**config.mk**
```make
export PLATFORM = sky130hd
export DESIGN_NAME = sram_port_master_flat
export DESIGN_NICKNAME = d
export VERILOG_FILES = /design/src/rtl/sram_port_master_if.sv /design/src/rtl/sram_port_master.sv /design/src/flat_wrapper.sv
export SDC_FILE = /design/constraint.sdc
export NUM_CORES = 2
export LEC_CHECK = 0
export CAP_MARGIN = 10
export CORE_AREA = 2 2 441 443
export CTS_BUF_LIST = sky130_fd_sc_hd__clkbuf_8
export DETAILED_ROUTE_END_ITERATION = 8
export DIE_AREA = 0 0 443 445
export DONT_BUFFER_PORTS = 1
export SLEW_MARGIN = 25
export SYNTH_ARGS = -nofsm -noshare
export SYNTH_HDL_FRONTEND = slang
export SYNTH_SLANG_ARGS = --single-unit
```
**constraint.sdc**
```tcl
create_clock -name clk -period 27.8 [get_ports clk]
set_input_delay 5.56 -clock clk [delete_from_list [all_inputs] [get_ports clk]]
set_output_delay 5.56 -clock clk [all_outputs]
set_load 0.01 [all_outputs]
```
**src/rtl/sram_port_master_if.sv**
```systemverilog
// Request/response/memory bus bundle for sram_port_master.
// master modport: the port master (consumes requests and memory read data,
//   drives the memory command and read responses).
// slave modport: the opposite view (request source, memory, response sink).
interface sram_port_master_if #(
  parameter int WORD_SIZE  = 256,
  parameter int NUM_WORDS  = 512,
  parameter int WRITE_SIZE = 8,
  parameter int TAG_W      = 4
);
  localparam int AW = $clog2(NUM_WORDS);
  localparam int MW = WORD_SIZE / WRITE_SIZE;

  logic                 IN_req_valid;
  logic                 IN_req_we;
  logic [AW-1:0]        IN_req_addr;
  logic [WORD_SIZE-1:0] IN_req_data;
  logic [MW-1:0]        IN_req_wm;
  logic [TAG_W-1:0]     IN_req_tag;
  logic                 OUT_req_ready;

  logic                 OUT_nce;
  logic                 OUT_nwe;
  logic [AW-1:0]        OUT_addr;
  logic [WORD_SIZE-1:0] OUT_data;
  logic [MW-1:0]        OUT_wm;
  logic [WORD_SIZE-1:0] IN_mem_rdata;

  logic                 OUT_resp_valid;
  logic [WORD_SIZE-1:0] OUT_resp_data;
  logic [TAG_W-1:0]     OUT_resp_tag;
  logic                 IN_resp_ready;

  modport master (
    input  IN_req_valid, IN_req_we, IN_req_addr, IN_req_data, IN_req_wm, IN_req_tag,
    output OUT_req_ready,
    output OUT_nce, OUT_nwe, OUT_addr, OUT_data, OUT_wm,
    input  IN_mem_rdata,
    output OUT_resp_valid, OUT_resp_data, OUT_resp_tag,
    input  IN_resp_ready
  );

  modport slave (
    output IN_req_valid, IN_req_we, IN_req_addr, IN_req_data, IN_req_wm, IN_req_tag,
    input  OUT_req_ready,
    input  OUT_nce, OUT_nwe, OUT_addr, OUT_data, OUT_wm,
    output IN_mem_rdata,
    input  OUT_resp_valid, OUT_resp_data, OUT_resp_tag,
    output IN_resp_ready
  );
endinterface

```
**src/rtl/sram_port_master.sv**
```systemverilog
// SRAM port master: turns a valid/ready request stream into registered
// single-cycle SRAM commands, tracks read latency with a tag shift pipeline
// and returns read data in issue order through a small response FIFO.
// Ports:
//   clk, rst      clock, asynchronous active-high reset
//   bus (master)  request in (IN_req_*, OUT_req_ready), memory command out
//                 (OUT_nce/nwe/addr/data/wm), memory read data in
//                 (IN_mem_rdata), read response out (OUT_resp_*, IN_resp_ready)
module sram_port_master #(
  parameter int WORD_SIZE  = 256,
  parameter int NUM_WORDS  = 512,
  parameter int WRITE_SIZE = 8,
  parameter int READ_LAT   = 2,
  parameter int RESP_DEPTH = 4,
  parameter int TAG_W      = 4
) (
  input logic                clk,
  input logic                rst,
  sram_port_master_if.master bus
);
  localparam int PW = $clog2(RESP_DEPTH);
  localparam int CW = PW + 1;
  localparam logic [CW-1:0] DEPTH_C = CW'(RESP_DEPTH);

  logic [CW-1:0]        outstanding;
  logic [CW-1:0]        fifo_cnt;
  logic [PW-1:0]        wr_ptr;
  logic [PW-1:0]        rd_ptr;
  logic [WORD_SIZE-1:0] fifo_data [RESP_DEPTH];
  logic [TAG_W-1:0]     fifo_tag  [RESP_DEPTH];
  logic [READ_LAT:0]    pipe_v;
  logic [TAG_W-1:0]     pipe_tag  [READ_LAT+1];

  logic accept, rd_accept, push, pop, fifo_empty;

  // Ready depends only on the credit counter (and reset), never on IN_req_*.
  // Credits cover every read from accept to pop, so the FIFO cannot overflow.
  assign bus.OUT_req_ready = ~rst & (outstanding < DEPTH_C);
  assign accept     = bus.IN_req_valid & bus.OUT_req_ready;
  assign rd_accept  = accept & ~bus.IN_req_we;
  assign push       = pipe_v[READ_LAT];
  assign fifo_empty = (fifo_cnt == '0);
  assign pop        = ~fifo_empty & bus.IN_resp_ready;

  assign bus.OUT_resp_valid = ~fifo_empty;
  // Forced to zero when empty so nothing stale shows after reset.
  assign bus.OUT_resp_data  = fifo_empty ? '0 : fifo_data[rd_ptr];
  assign bus.OUT_resp_tag   = fifo_empty ? '0 : fifo_tag[rd_ptr];

  // Memory command: strobes for one cycle, address/data/mask held when idle.
  always_ff @(posedge clk or posedge rst) begin
    if (rst) begin
      bus.OUT_nce  <= 1'b1;
      bus.OUT_nwe  <= 1'b1;
      bus.OUT_addr <= '0;
      bus.OUT_data <= '0;
      bus.OUT_wm   <= '0;
    end else if (accept) begin
      bus.OUT_nce  <= 1'b0;
      bus.OUT_nwe  <= ~bus.IN_req_we;
      bus.OUT_addr <= bus.IN_req_addr;
      bus.OUT_data <= bus.IN_req_data;
      bus.OUT_wm   <= bus.IN_req_we ? bus.IN_req_wm : '0;
    end else begin
      bus.OUT_nce  <= 1'b1;
      bus.OUT_nwe  <= 1'b1;
    end
  end

  // Stage 0 loads on the accept edge; the last stage marks the edge at which
  // IN_mem_rdata belongs to that read. Clearing it on reset drops reads in flight.
  always_ff @(posedge clk or posedge rst) begin
    if (rst) begin
      pipe_v <= '0;
      for (int i = 0; i <= READ_LAT; i++) pipe_tag[i] <= '0;
    end else begin
      pipe_v      <= {pipe_v[READ_LAT-1:0], rd_accept};
      pipe_tag[0] <= bus.IN_req_tag;
      for (int i = 1; i <= READ_LAT; i++) pipe_tag[i] <= pipe_tag[i-1];
    end
  end

  always_ff @(posedge clk) begin
    if (push) begin
      fifo_data[wr_ptr] <= bus.IN_mem_rdata;
      fifo_tag[wr_ptr]  <= pipe_tag[READ_LAT];
    end
  end

  always_ff @(posedge clk or posedge rst) begin
    if (rst) begin
      wr_ptr      <= '0;
      rd_ptr      <= '0;
      fifo_cnt    <= '0;
      outstanding <= '0;
    end else begin
      if (push) wr_ptr <= wr_ptr + 1'b1;
      if (pop)  rd_ptr <= rd_ptr + 1'b1;
      unique case ({push, pop})
        2'b10:   fifo_cnt <= fifo_cnt + 1'b1;
        2'b01:   fifo_cnt <= fifo_cnt - 1'b1;
        default: ;
      endcase
      unique case ({rd_accept, pop})
        2'b10:   outstanding <= outstanding + 1'b1;
        2'b01:   outstanding <= outstanding - 1'b1;
        default: ;
      endcase
    end
  end
endmodule
```
**src/flat_wrapper.sv**
```systemverilog
// flat-port wrapper written by rule: the top's interface ports become plain ports
module sram_port_master_flat 
#(
  parameter int WORD_SIZE  = 256,
  parameter int NUM_WORDS  = 512,
  parameter int WRITE_SIZE = 8,
  parameter int READ_LAT   = 2,
  parameter int RESP_DEPTH = 4,
  parameter int TAG_W      = 4
)
  (clk, rst, bus_IN_req_valid, bus_IN_req_we, bus_IN_req_addr, bus_IN_req_data, bus_IN_req_wm, bus_IN_req_tag, bus_OUT_req_ready, bus_OUT_nce, bus_OUT_nwe, bus_OUT_addr, bus_OUT_data, bus_OUT_wm, bus_IN_mem_rdata, bus_OUT_resp_valid, bus_OUT_resp_data, bus_OUT_resp_tag, bus_IN_resp_ready);
  sram_port_master_if #(.WORD_SIZE(WORD_SIZE), .NUM_WORDS(NUM_WORDS), .WRITE_SIZE(WRITE_SIZE), .TAG_W(TAG_W)) bus_i ();
  input logic clk;
  input logic rst;
  input wire logic [$bits(bus_i.IN_req_valid)-1:0] bus_IN_req_valid;
  input wire logic [$bits(bus_i.IN_req_we)-1:0] bus_IN_req_we;
  input wire logic [$bits(bus_i.IN_req_addr)-1:0] bus_IN_req_addr;
  input wire logic [$bits(bus_i.IN_req_data)-1:0] bus_IN_req_data;
  input wire logic [$bits(bus_i.IN_req_wm)-1:0] bus_IN_req_wm;
  input wire logic [$bits(bus_i.IN_req_tag)-1:0] bus_IN_req_tag;
  output wire logic [$bits(bus_i.OUT_req_ready)-1:0] bus_OUT_req_ready;
  output wire logic [$bits(bus_i.OUT_nce)-1:0] bus_OUT_nce;
  output wire logic [$bits(bus_i.OUT_nwe)-1:0] bus_OUT_nwe;
  output wire logic [$bits(bus_i.OUT_addr)-1:0] bus_OUT_addr;
  output wire logic [$bits(bus_i.OUT_data)-1:0] bus_OUT_data;
  output wire logic [$bits(bus_i.OUT_wm)-1:0] bus_OUT_wm;
  input wire logic [$bits(bus_i.IN_mem_rdata)-1:0] bus_IN_mem_rdata;
  output wire logic [$bits(bus_i.OUT_resp_valid)-1:0] bus_OUT_resp_valid;
  output wire logic [$bits(bus_i.OUT_resp_data)-1:0] bus_OUT_resp_data;
  output wire logic [$bits(bus_i.OUT_resp_tag)-1:0] bus_OUT_resp_tag;
  input wire logic [$bits(bus_i.IN_resp_ready)-1:0] bus_IN_resp_ready;
  assign bus_i.IN_req_valid = bus_IN_req_valid;
  assign bus_i.IN_req_we = bus_IN_req_we;
  assign bus_i.IN_req_addr = bus_IN_req_addr;
  assign bus_i.IN_req_data = bus_IN_req_data;
  assign bus_i.IN_req_wm = bus_IN_req_wm;
  assign bus_i.IN_req_tag = bus_IN_req_tag;
  assign bus_OUT_req_ready = bus_i.OUT_req_ready;
  assign bus_OUT_nce = bus_i.OUT_nce;
  assign bus_OUT_nwe = bus_i.OUT_nwe;
  assign bus_OUT_addr = bus_i.OUT_addr;
  assign bus_OUT_data = bus_i.OUT_data;
  assign bus_OUT_wm = bus_i.OUT_wm;
  assign bus_i.IN_mem_rdata = bus_IN_mem_rdata;
  assign bus_OUT_resp_valid = bus_i.OUT_resp_valid;
  assign bus_OUT_resp_data = bus_i.OUT_resp_data;
  assign bus_OUT_resp_tag = bus_i.OUT_resp_tag;
  assign bus_i.IN_resp_ready = bus_IN_resp_ready;
  sram_port_master #(.WORD_SIZE(WORD_SIZE), .NUM_WORDS(NUM_WORDS), .WRITE_SIZE(WRITE_SIZE), .READ_LAT(READ_LAT), .RESP_DEPTH(RESP_DEPTH), .TAG_W(TAG_W)) u_core (.clk(clk), .rst(rst), .bus(bus_i));
endmodule
```
==> results.py <==
metrics = {
    "status": {
        "status": "finished clean",
    },
    "global_routing": {
        "grt.overflow.total": 0,
        "grt_pass1_vias": 26900,
        "antenna_found_initial": 46,
        "grt_max_degree": 176,
        "grt_pass1_wl_mm": 235,
        "track_usage": 0.175,
    },
    "setup_path": {
        "worstPathRequired_ns": 22.24,
        "critPathBufInv": 0,
        "cp.arrival_ns": 5.95,
        "path_delay_family": "simple AND/OR/NAND/NOR gates",
        "slowest_stage": "nor2_1",
        "crit_path_start_kind": "primary input",
        "cp_cell_sequence": "nor2_1",
        "crit_fanout": 3,
        "max_stage_delay_ns": 0.39,
        "path_class": "in2out",
        "end_kind": "output port",
    },
    "timing": {
        "setup_tns_ns": 0,
        "max-slew-margin-rel": 0.266,
        "fin_crit_ns": 11.51,
        "hold_viol_final": 0,
        "setup_violations": 0,
        "rsz0062_at_grt": "false",
        "finalCritPeriodShare": 0.414,
        "fin_skew_ns": 0.0689,
        "fmax_mhz": 86.9,
        "worst_pin_slew_ns": 1.10,
        "slew_violations": 0,
    },
    "finish": {
        "syn2layout_area_growth_pct": 14.1,
        "final_common_cell": "edfxtp_1",
        "final_cell_mix": "edfxtp_1, nand2_1, dfrtp_1, and2_1, mux4_2",
        "postLayoutCoreUtil": 0.305,
        "drive_gt1_frac": 0.187,
        "fin_nets": 3659,
        "n_fill_cell": 18800,
    },
    "power_and_ir_drop": {
        "pwr_density_cell_nw_per_um2": 107,
        "leakagePower_nw": 21.2,
        "finalPower_mw": 6.26,
        "irDropWorstVdd_uv": 67.6,
    },
    "drt": {
        "drt_first_pass_iters": 5,
        "routed_via_density": 4.51,
        "ant_nets": 0,
        "routedWlPerCell_um": 30.5,
        "vias": 26200,
        "wirelength_mm": 177,
        "first_iter_violations": 2056,
        "post-route-drc-count": 0,
    },
    "cts": {
        "cts_resized": 0,
        "cts_root_buf": "clkbuf_8",
        "clkSlewWorstSetupHoldPaths_ns": 0.06,
        "cts_max_level": 4,
        "cts_tree": "done",
        "clock_latency_ns": 0.99,
        "post_cts_buffers": 0,
        "clockBufferDepth": 3,
        "postCtsHoldBufs": 0,
        "clock_sinks": 1364,
        "numCtsBuffers": 224,
    },
    "synthesis": {
        "syn_avg_cell_area_um2": 17.2,
        "seq_area_frac_synth": 0.766,
        "synth-seq-cells": 1364,
        "synth_top_cell_by_area": "edfxtp_1",
        "synth_top_area_share": 0.608,
        "synth_warnings": 0,
        "synth_area_um2": 51400,
        "ys_types": 23,
        "synth_nets": 3549,
        "syn_inst": 2979,
        "synth_area_leaders": "edfxtp_1, dfrtp_1, mux4_2",
    },
    "floorplan": {
        "die_w_um": 443,
        "rows": 161,
        "ioPinCount": 1123,
        "initial_core_util": 0.268,
        "core_area_um2": 192000,
        "die_area_um2": 197000,
        "die_h_um": 445,
    },
    "placed_design": {
        "gp_congestion": 0.889,
        "place_hpwl_mm": 128,
        "portBuffers": 0,
    },
    "min_path": {
        "hp-class": "reg2reg",
    },
    "run": {
        "drv_cap": 0,
    },
}
==> path summary, 6_finish.rpt <==
check | from | end | slack (ns) | depth (start not counted)
max | rst | bus_OUT_req_ready | 16.29 | 1
min | u_core.pipe_tag[4] | u_core.pipe_tag[0] | 0.34 | 0
max reg2reg | u_core.wr_ptr[1] | u_core.fifo_data[1][82] | 24.18 | 6
min reg2reg | u_core.pipe_tag[4] | u_core.pipe_tag[0] | 0.34 | 0
max in group asynchronous | rst | u_core.bus.OUT_data[22] | 21.39 | 3
min in group asynchronous | rst | u_core.fifo_cnt[1] | 4.48 | 1
==> per-layer routing <==
layer | wire length [µm] | part of all wire | global-route usage | vias up
li1 | - | - | - | 11100
met4 | 11200 | 0.063 | 0.105 | 50
met2 | 88400 | 0.50 | 0.290 | 1149
met1 | 58500 | 0.33 | 0.177 | 13600
met3 | 18800 | 0.11 | 0.0871 | 347
met5 | 359 | 0.0020 | 0 | -
==> where the power goes <==
part / switching, mW / internal [mW] / leakage (nW) / total (mW)
clock network: 0.848 / 0.887 / 2.54 / 1.73
registers: 0.587 / 2.48 / 13.4 / 3.07
logic: 0.883 / 0.575 / 5.22 / 1.46
==> cell families after synthesis <==
| group | Yosys count | synth area share |
|---|---|---|
| and+or+nand+nor | 1167 | 0.0993 |
| muxes | 261 | 0.114 |
| buffers and inverters | 168 | 0.0167 |
| xor gates and xnor gates | 9 | 0.00153 |
| adders and majority gates | 8 | 0.00224 |
| AOI/OAI and AO/OA | 2 | 0.000195 |
| DFF | 1364 | 0.766 |
==> cell type report <==
cell class | instances | area [µm²] | share of cell area
clock buffer | 238 | 3280 | 0.0559
clock inverter | 176 | 1150 | 0.0197
multi-input combinational | 1447 | 11200 | 0.191
timing repair buffer | 40 | 398 | 0.00679
antenna | 14 | 35.0 | 0.000598
sequential | 1364 | 39300 | 0.671
tap | 2526 | 3160 | 0.0539
inverter | 12 | 60.1 | 0.00102
==> per-stage QoR <==
| step | hold slack [ns] | std cells | setup slack, ns | area (µm²) |
|---|---|---|---|---|
| 6_report | 0.336 | 5817 | 16.29 | 58600 |
| 5_1_grt | 0.361 | 5812 | 15.58 | 58600 |
| 4_1_cts | 0.339 | 5800 | 15.77 | 58500 |
| 3_5_place_dp | 0.336 | 5386 | 16.25 | 54100 |
| 3_3_place_gp | 0.333 | 5386 | 16.25 | 54100 |
| 2_1_floorplan | 0.331 | 2979 | 13.27 | 51400 |
==> cell usage after synthesis (all sizes together) <==
cell type  instances
nor2               3
nand2b             1
fa                 2
edfxtp          1040
nand3             33
dfrtp            322
clkbuf            75
mux4             260
o21ai              2
ha                 6
nor3b              1
dfstp              2
inv               12
xor2               6
mux2i              1
xnor2              3
and2             266
or3                1
buf               81
nand2            862
==> state kept, by name, indices dropped and copies added, names as in the netlist, 3 cells and up <==
name                 cells
u_core.fifo_data      1024
u_core.fifo_cnt          3
u_core.bus.OUT_wm       32
u_core.pipe_v            3
u_core.bus.OUT_data    256
u_core.outstanding       3
u_core.pipe_tag         12
u_core.fifo_tag         16
u_core.bus.OUT_addr      9
Note: power is estimated with default switching activity, not from simulation.
